**src/rtl/serial_adder_ctrl.sv**
```systemverilog
// serial_adder_ctrl
//   Bit-serial adder. One full_adder cell is reused WIDTH times, LSB first,
//   to compute {Cout, s} = a + b + Cin. Operands are captured on a start
//   handshake, and a one-cycle done pulse marks a new result.
//
// Ports
//   clk    in   rising-edge clock
//   rst_n  in   asynchronous active-low reset
//   start  in   request, sampled only while idle
//   a, b   in   WIDTH-bit operands, captured on the accepting edge
//   Cin    in   carry-in, captured on the accepting edge
//   busy   out  high whenever the controller is not idle (registered)
//   done   out  one-cycle pulse, s/Cout hold the new result (registered)
//   s      out  WIDTH-bit sum (registered, holds the last result)
//   Cout   out  carry-out (registered, holds the last result)

module full_adder (
  input  logic a,
  input  logic b,
  input  logic ci,
  output logic s,
  output logic co
);
  assign s  = a ^ b ^ ci;
  assign co = (a & b) | (a & ci) | (b & ci);
endmodule

module serial_adder_ctrl #(
  parameter int WIDTH = 4
) (
  input  logic             clk,
  input  logic             rst_n,
  input  logic             start,
  input  logic [WIDTH-1:0] a,
  input  logic [WIDTH-1:0] b,
  input  logic             Cin,
  output logic             busy,
  output logic             done,
  output logic [WIDTH-1:0] s,
  output logic             Cout
);

  localparam int CNT_W = $clog2(WIDTH) + 1;

  typedef enum logic [1:0] {
    IDLE = 2'd0,
    RUN  = 2'd1,
    DONE = 2'd2
  } state_t;

  state_t state_reg, state_next;

  logic [WIDTH-1:0] ra_reg, rb_reg, rs_reg;
  logic             cr_reg;
  logic [CNT_W-1:0] cnt_reg;
  logic             busy_reg, done_reg, busy_next, done_next;
  logic [WIDTH-1:0] s_reg;
  logic             cout_reg;

  logic             bit_s, bit_c;
  logic             last_bit;
  logic [WIDTH-1:0] ra_shift, rb_shift, rs_shift;

  full_adder u_fa (
    .a  (ra_reg[0]),
    .b  (rb_reg[0]),
    .ci (cr_reg),
    .s  (bit_s),
    .co (bit_c)
  );

  // Right-shift networks: operands shift in zeros, the sum register takes
  // the freshly computed bit at its MSB so that after WIDTH shifts bit 0 of
  // the result has travelled down to rs[0].
  genvar gi;
  generate
    for (gi = 0; gi < WIDTH - 1; gi++) begin : g_shift
      assign ra_shift[gi] = ra_reg[gi+1];
      assign rb_shift[gi] = rb_reg[gi+1];
      assign rs_shift[gi] = rs_reg[gi+1];
    end
  endgenerate
  assign ra_shift[WIDTH-1] = 1'b0;
  assign rb_shift[WIDTH-1] = 1'b0;
  assign rs_shift[WIDTH-1] = bit_s;

  assign last_bit = (cnt_reg == CNT_W'(WIDTH - 1));

  // State register; busy/done are registered from the next state so that
  // no output has a combinational path from any input.
  always_ff @(posedge clk or negedge rst_n) begin
    if (!rst_n) begin
      state_reg <= IDLE;
      busy_reg  <= 1'b0;
      done_reg  <= 1'b0;
    end else begin
      state_reg <= state_next;
      busy_reg  <= busy_next;
      done_reg  <= done_next;
    end
  end

  // Next-state logic
  always_comb begin
    state_next = state_reg;
    case (state_reg)
      IDLE:    if (start) state_next = RUN;
      RUN:     if (last_bit) state_next = DONE;
      DONE:    state_next = IDLE;
      default: state_next = IDLE;
    endcase
  end

  // Output decode, evaluated on the state being entered
  always_comb begin
    busy_next = (state_next != IDLE);
    done_next = (state_next == DONE);
  end

  // Datapath
  always_ff @(posedge clk or negedge rst_n) begin
    if (!rst_n) begin
      ra_reg   <= '0;
      rb_reg   <= '0;
      rs_reg   <= '0;
      cr_reg   <= 1'b0;
      cnt_reg  <= '0;
      s_reg    <= '0;
      cout_reg <= 1'b0;
    end else begin
      case (state_reg)
        IDLE: begin
          if (start) begin
            ra_reg  <= a;
            rb_reg  <= b;
            cr_reg  <= Cin;
            cnt_reg <= '0;
          end
        end
        RUN: begin
          ra_reg  <= ra_shift;
          rb_reg  <= rb_shift;
          rs_reg  <= rs_shift;
          cr_reg  <= bit_c;
          cnt_reg <= cnt_reg + CNT_W'(1);
          // The final bit is folded straight into the published result.
          if (last_bit) begin
            s_reg    <= rs_shift;
            cout_reg <= bit_c;
          end
        end
        default: ;
      endcase
    end
  end

  assign busy = busy_reg;
  assign done = done_reg;
  assign s    = s_reg;
  assign Cout = cout_reg;

endmodule

```
**config.mk**
```make
export PLATFORM = sky130hd
export DESIGN_NAME = serial_adder_ctrl
export DESIGN_NICKNAME = d
export VERILOG_FILES = /design/src/rtl/serial_adder_ctrl.sv
export SDC_FILE = /design/constraint.sdc
export NUM_CORES = 1
export LEC_CHECK = 0
export CAP_MARGIN = 15
export CORE_UTILIZATION = 45
export DETAILED_ROUTE_END_ITERATION = 10
export GPL_TIMING_DRIVEN = 0
export PLACE_DENSITY = 0.7
export SLEW_MARGIN = 20
export SYNTH_ARGS = -nofsm -noshare
export SYNTH_HDL_FRONTEND = slang
export SYNTH_SLANG_ARGS = --single-unit
```
**constraint.sdc**
```tcl
create_clock -name clk -period 2.5 [get_ports clk]
set_clock_uncertainty 0.15 [all_clocks]
set_input_delay 0.25 -clock clk [delete_from_list [all_inputs] [get_ports clk]]
set_output_delay 0.25 -clock clk [all_outputs]
set_load 0.005 [all_outputs]
```
# Word level (Yosys, flattened, before mapping)
# Index checks and enable logic that the tools add are counted.
# word_totals
output_inout_bits	7
reg_bits	25
# classes
add_sub_neg	1
bitwise	7
mux	11
reduce_logical	5
eq_ne	4
# op_table
cell	n
4-bit one-hot mux with 2 select lines	2
4-bit 2-to-1 mux	2
3-bit one-hot mux with 2 select lines	1
2-bit 2-to-1 mux	2
2-bit one-hot mux with 2 select lines	1
2-bit AND reduction	2
2-bit nonzero test	2
3-bit by 1-bit adder with 3-bit output (second input constant)	1
1-bit bitwise AND	3
3-bit by 2-bit == test with 1-bit output (second input constant)	1
3-bit 2-to-1 mux	1
2-bit by 1-bit == test with 1-bit output (second input constant)	1
2-bit == test (second input constant)	1
2-bit logical NOT	1
2-bit inequality test (second input constant)	1
1-bit bitwise OR	2
1-bit one-hot mux with 2 select lines	1
1-bit XOR	2
1-bit 2-to-1 mux	1

# Logic depth before layout (Yosys ltp)
# depth
depth_word	4
mapped_depth	4
mapped_depth_nobuf	4

# By module
# A second synthesis with hierarchy kept.
# hier_totals
hier_cells	91
hier_area_um2	1024.7
# modules_own_cells
mod	area_each_um2	instances	cells_each	seq_area_each_um2
serial_adder_ctrl	1004.7	1	90	600.6
full_adder	20.0	1	1	0.0

# Worst setup path after synthesis
# No wires, ideal clock.
# synth_path
kind	reg-to-reg
startpoint	reg cnt_reg[0]
endpoint	reg cout_reg, in the netlist Cout
t_required_ns	2.225
path_slack_ns	0.991
arrival_ns	1.235
setup_time_ns	0.125
path_buffers	0
synth_period_minus_slack_ns	1.509
stages_incl_launch_ff	5
cell_sequence	dfrtp_1 > ha_1 > ha_1 > nand3b_2 > mux2_2
# synth_via
elab_chain_len	2
# synth_rtl
element	line_no	text
start: declaration	55	logic [CNT_W-1:0] cnt_reg;
start signal: assignment	145	cnt_reg <= cnt_reg + CNT_W'(1);
3-bit by 2-bit == test with 1-bit output	87	assign last_bit = (cnt_reg == CNT_W'(WIDTH - 1));
2-bit AND reduction (no line)	-	
end signal: assignment	149	cout_reg <= bit_c;
end: declaration	58	logic cout_reg;
# No other way between the ends.
# A chain may end at the register's enable or synchronous reset.

# Worst setup path after layout
# Same ends and word-level chain as after synthesis.

==> results.md <==
Run status:
- The flow ran to the end, and the final reports show no timing, DRC or antenna violations.

Synth:
- The post-synth net total is between 90 and 100.
- After synthesis, the most frequently instantiated cells are 24 x dfrtp_1, 15 x inv_1, 9 x mux2_2, 7 x a222oi_1, 7 x nor2_1.
- The share of synthesized area in the top cell type comes to 0.583.
- Summed over all instances, the cell type with the most area after synthesis is dfrtp_1.
- Yosys attributes the largest share of cell area to dfrtp_1 58%, mux2_2 9.8%, a222oi_1 6.8%.
- In this run, distinct cell masters in the synthesized netlist total 19.
- The most frequent cell after synthesis is dfrtp_1.
- The share of synthesized area occupied by flip-flops and latches is 0.583.
- A synthesized cell averages 12.4 µm².
- Of the total synthesized cell area, the portion taken by full adders, half adders and majority gates is 0.0437.
- Counting flops with an async set or reset pin after synthesis yields a share of 1.00.
- The netlist area before placement is 1030 µm².
- The combinational family with the most area after synthesis is compound AO/OA/AOI/OAI gates.
- Measured against the total synthesized area, the mux share comes to 0.0984.
- The area fraction in and, or, nand and nor cells after synthesis is 0.0826.
- The count of yosys warnings during synthesis is 0.
- The most used flip-flop cell after synthesis is dfrtp_1.
- The xor/xnor share of the synthesized area is 0.
- The compound-gate portion of the synthesized area was 0.114.
- Synthesis inferred 24 register bits.
- The number of instances in the synthesized netlist is 83.
- The count of flip-flops with a built-in enable after synthesis is 0.

Setup path:
- For the worst setup path, the data arrival time is 1.67 ns.
- The worst setup path is launched from a flop.
- The startpoint identified for the worst register-to-register timing path is cnt_reg[0].
- The launching element of the worst setup path is cnt_reg[0].
- The setup path with the least slack is of type reg2reg.
- The worst setup path is captured at a flop.
- Of all nets on the critical path, the largest fanout is 7.
- The data required time of the worst path is 2.55 ns.

Placed design:
- The HPWL reported at the end of detailed placement is 1250 µm.
- Counting tap cells, the placed design contains a total of 128 instances.
- The instance area at placement is 1240 µm².
- The count of buffers inserted at the top-level ports is 18.
- The weighted congestion at the end of routability-driven global placement is 0.692.
- At the placement stage, the worst setup path has a slack of 0.794 ns.

Route:
- In the routed design, unresolved DRC markers number 0.
- Dividing the detail-routed wire length by the instance count gives 13.5 µm.
- The first-pass detailed-route iteration total is 4.
- In the routed layout, each cell is associated on average with a via count of 5.47.
- The total vias in the final route is roughly 720.
- The initial DRC count is 29.
- Once detail routing completed, the nets flagged for antenna violations numbered 0.
- Summed over all layers, the routed wires come to 1780 µm.

Clock tree:
- The clock latency at the later pin of the worst-skew pair is 0.30 ns.
- The clock net in this run drives a total of 24 sinks.
- The number of gates given a new drive strength after cts is 0.
- Clock tree synthesis inserted a total of 3 buffers.
- The post-CTS clock slew at the launch and capture registers of the worst setup and hold paths is ~0.12 ns.
- The total number of H-tree levels is 1.
- TritonCTS built the clock tree.
- The clock passes through at most 2 buffers.
- Clock tree synthesis selected as its root buffer the cell clkbuf_4.

Global route:
- Entering global routing, the biggest net connects 25 pins.
- In the global route stage, overall resource usage came out at 0.163.
- The via count of the first global-routing pass came to 691.
- The global-route congestion overflow total is 0.
- The first-pass GRT wire length is 3040 µm.
- The initial antenna violation count is 0.

Final layout:
- With fillers left out, the area of the finished cells amounts to about 1300 µm².
- The area occupied by multi-input gates is 349 µm².
- Measured on the finished design, the core utilization comes to 0.617.
- The area growth from synthesis to layout is 23.5%.
- Registers take 601 µm².
- The diode insertion count for antenna repair is 0.
- The final net count is 122.
- The layout filler cell count is 170.
- The count of cells in the finished layout, fillers not included, comes to 132.
- In the final layout, the share of cells above drive strength 1 is 0.190.

Timing:
- The worst hold slack is 0.280 ns.
- The normalized max-slew margin is 0.657.
- The final worst-path setup slack is 0.876 ns.
- The final-report max-slew violation count is 0.
- The final cycle utilization of the critical path is 0.650.
- For the pin with the worst max-slew slack, the measured transition is ~0.51 ns.
- The time the final worst path needs with I/O delays and setup is around 1.6 ns.
- Setup violations remaining at the end of the flow were counted as 0.
- The number of endpoints with negative hold slack in the final report was 0.
- Setup repair after global routing left no endpoint under its margin.
- Derived from the worst setup path, the maximum achievable clock frequency is slightly above 600 MHz.
- Setup total negative slack on the finished layout was measured at 0 ns.

Floorplanning:
- After floorplanning, the core was divided into 16 placement rows.
- The floorplan step set the die width to 49.8 µm.
- In this run the count of I/O pins placed on the die edge is 19.
- The core footprint is 2060 µm².
- The initial core utilization is 0.499.
- The floorplan die area is 2480 µm².
- The height of the chip is around 50 µm.

Flow run:
- The count of maximum capacitance violations is 0.

Power:
- The post-route total power is 1.54 mW.
- The leakage power of the design is 0.598 nW.
- In this run the power density over the cells is approximately 1200 nW/µm².
- The maximum resistive drop on vdd is 763 µV.

Min path:
- The min-delay analysis places its worst path in the category in2async.
## layout by cell type, fill, tap and decap left out
cell type / n
ha_1: 2
a222oi_1: 7
o21bai_1: 1
nor2b_4: 1
or2_2: 2
nor2b_1: 1
nand3b_2: 1
dlygate4sd3_1: 1
nor2_1: 7
a22o_1: 2
buf_2: 2
clkdlybuf4s50_1: 17
dfrtp_1: 24
o221ai_1: 2
buf_6: 1
a21oi_1: 1
mux2_2: 9
nand2_1: 4
inv_1: 15
buf_4: 1
fa_1: 1
clkbuf_4: 3
## final cells by class
| class | count | area share |
|---|---|---|
| Tap cell | 27 | 0.0266 |
| Clock buffer | 3 | 0.0177 |
| Multi-Input combinational cell | 41 | 0.275 |
| Sequential cell | 24 | 0.472 |
| Inverter | 15 | 0.0443 |
| Buffer | 3 | 0.0187 |
| Timing Repair Buffer | 19 | 0.146 |
## logic make-up (layout without fill, tap and decap cells)
group | count (synthesis) | count (layout)
flops | 24 | 24
mux | 9 | 9
fa+ha+maj | 3 | 3
buf+inv | 18 | 40
simple gates | 16 | 16
compound gates | 13 | 13
## power by group
| part | total [mW] | switching, mW | internal [mW] |
|---|---|---|---|
| Combinational | 0.712 | 0.298 | 0.414 |
| Clock | 0.160 | 0.104 | 0.0562 |
| Sequential | 0.671 | 0.0984 | 0.573 |
## timing repair
action | in CTS | in global routing
buffers inserted | 0 | 0
hold buffers | 0 | 1
hold endpoints to repair | 0 | 24
## worst paths after layout
kind,endpoint,slack (ns),cells past startpoint
min in group clk,ra_reg[3],0.36,2
setup reg to reg,Cout,0.88,4
max in group asynchronous,cnt_reg[1],1.57,2
setup / recovery,Cout,0.88,4
hold / removal,s[3],0.28,2
hold reg to reg,ra_reg[3],0.36,2
## worst max-delay path, stage by stage, from the launching register on
cell and delay, ns:
dfrtp_1 0.41, ha_1 0.21, ha_1 0.20, nand3b_2 0.19
mux2_2 0.36
## per-layer routing
metal	up-vias	track usage	share of wire
li1	332	-	-
met1	359	0.214	0.45
met2	31	0.277	0.48
met3	0	0.0463	0.068
met4	0	0.0143	0
met5	-	0	0
Power figures use the tool's default switching activity.
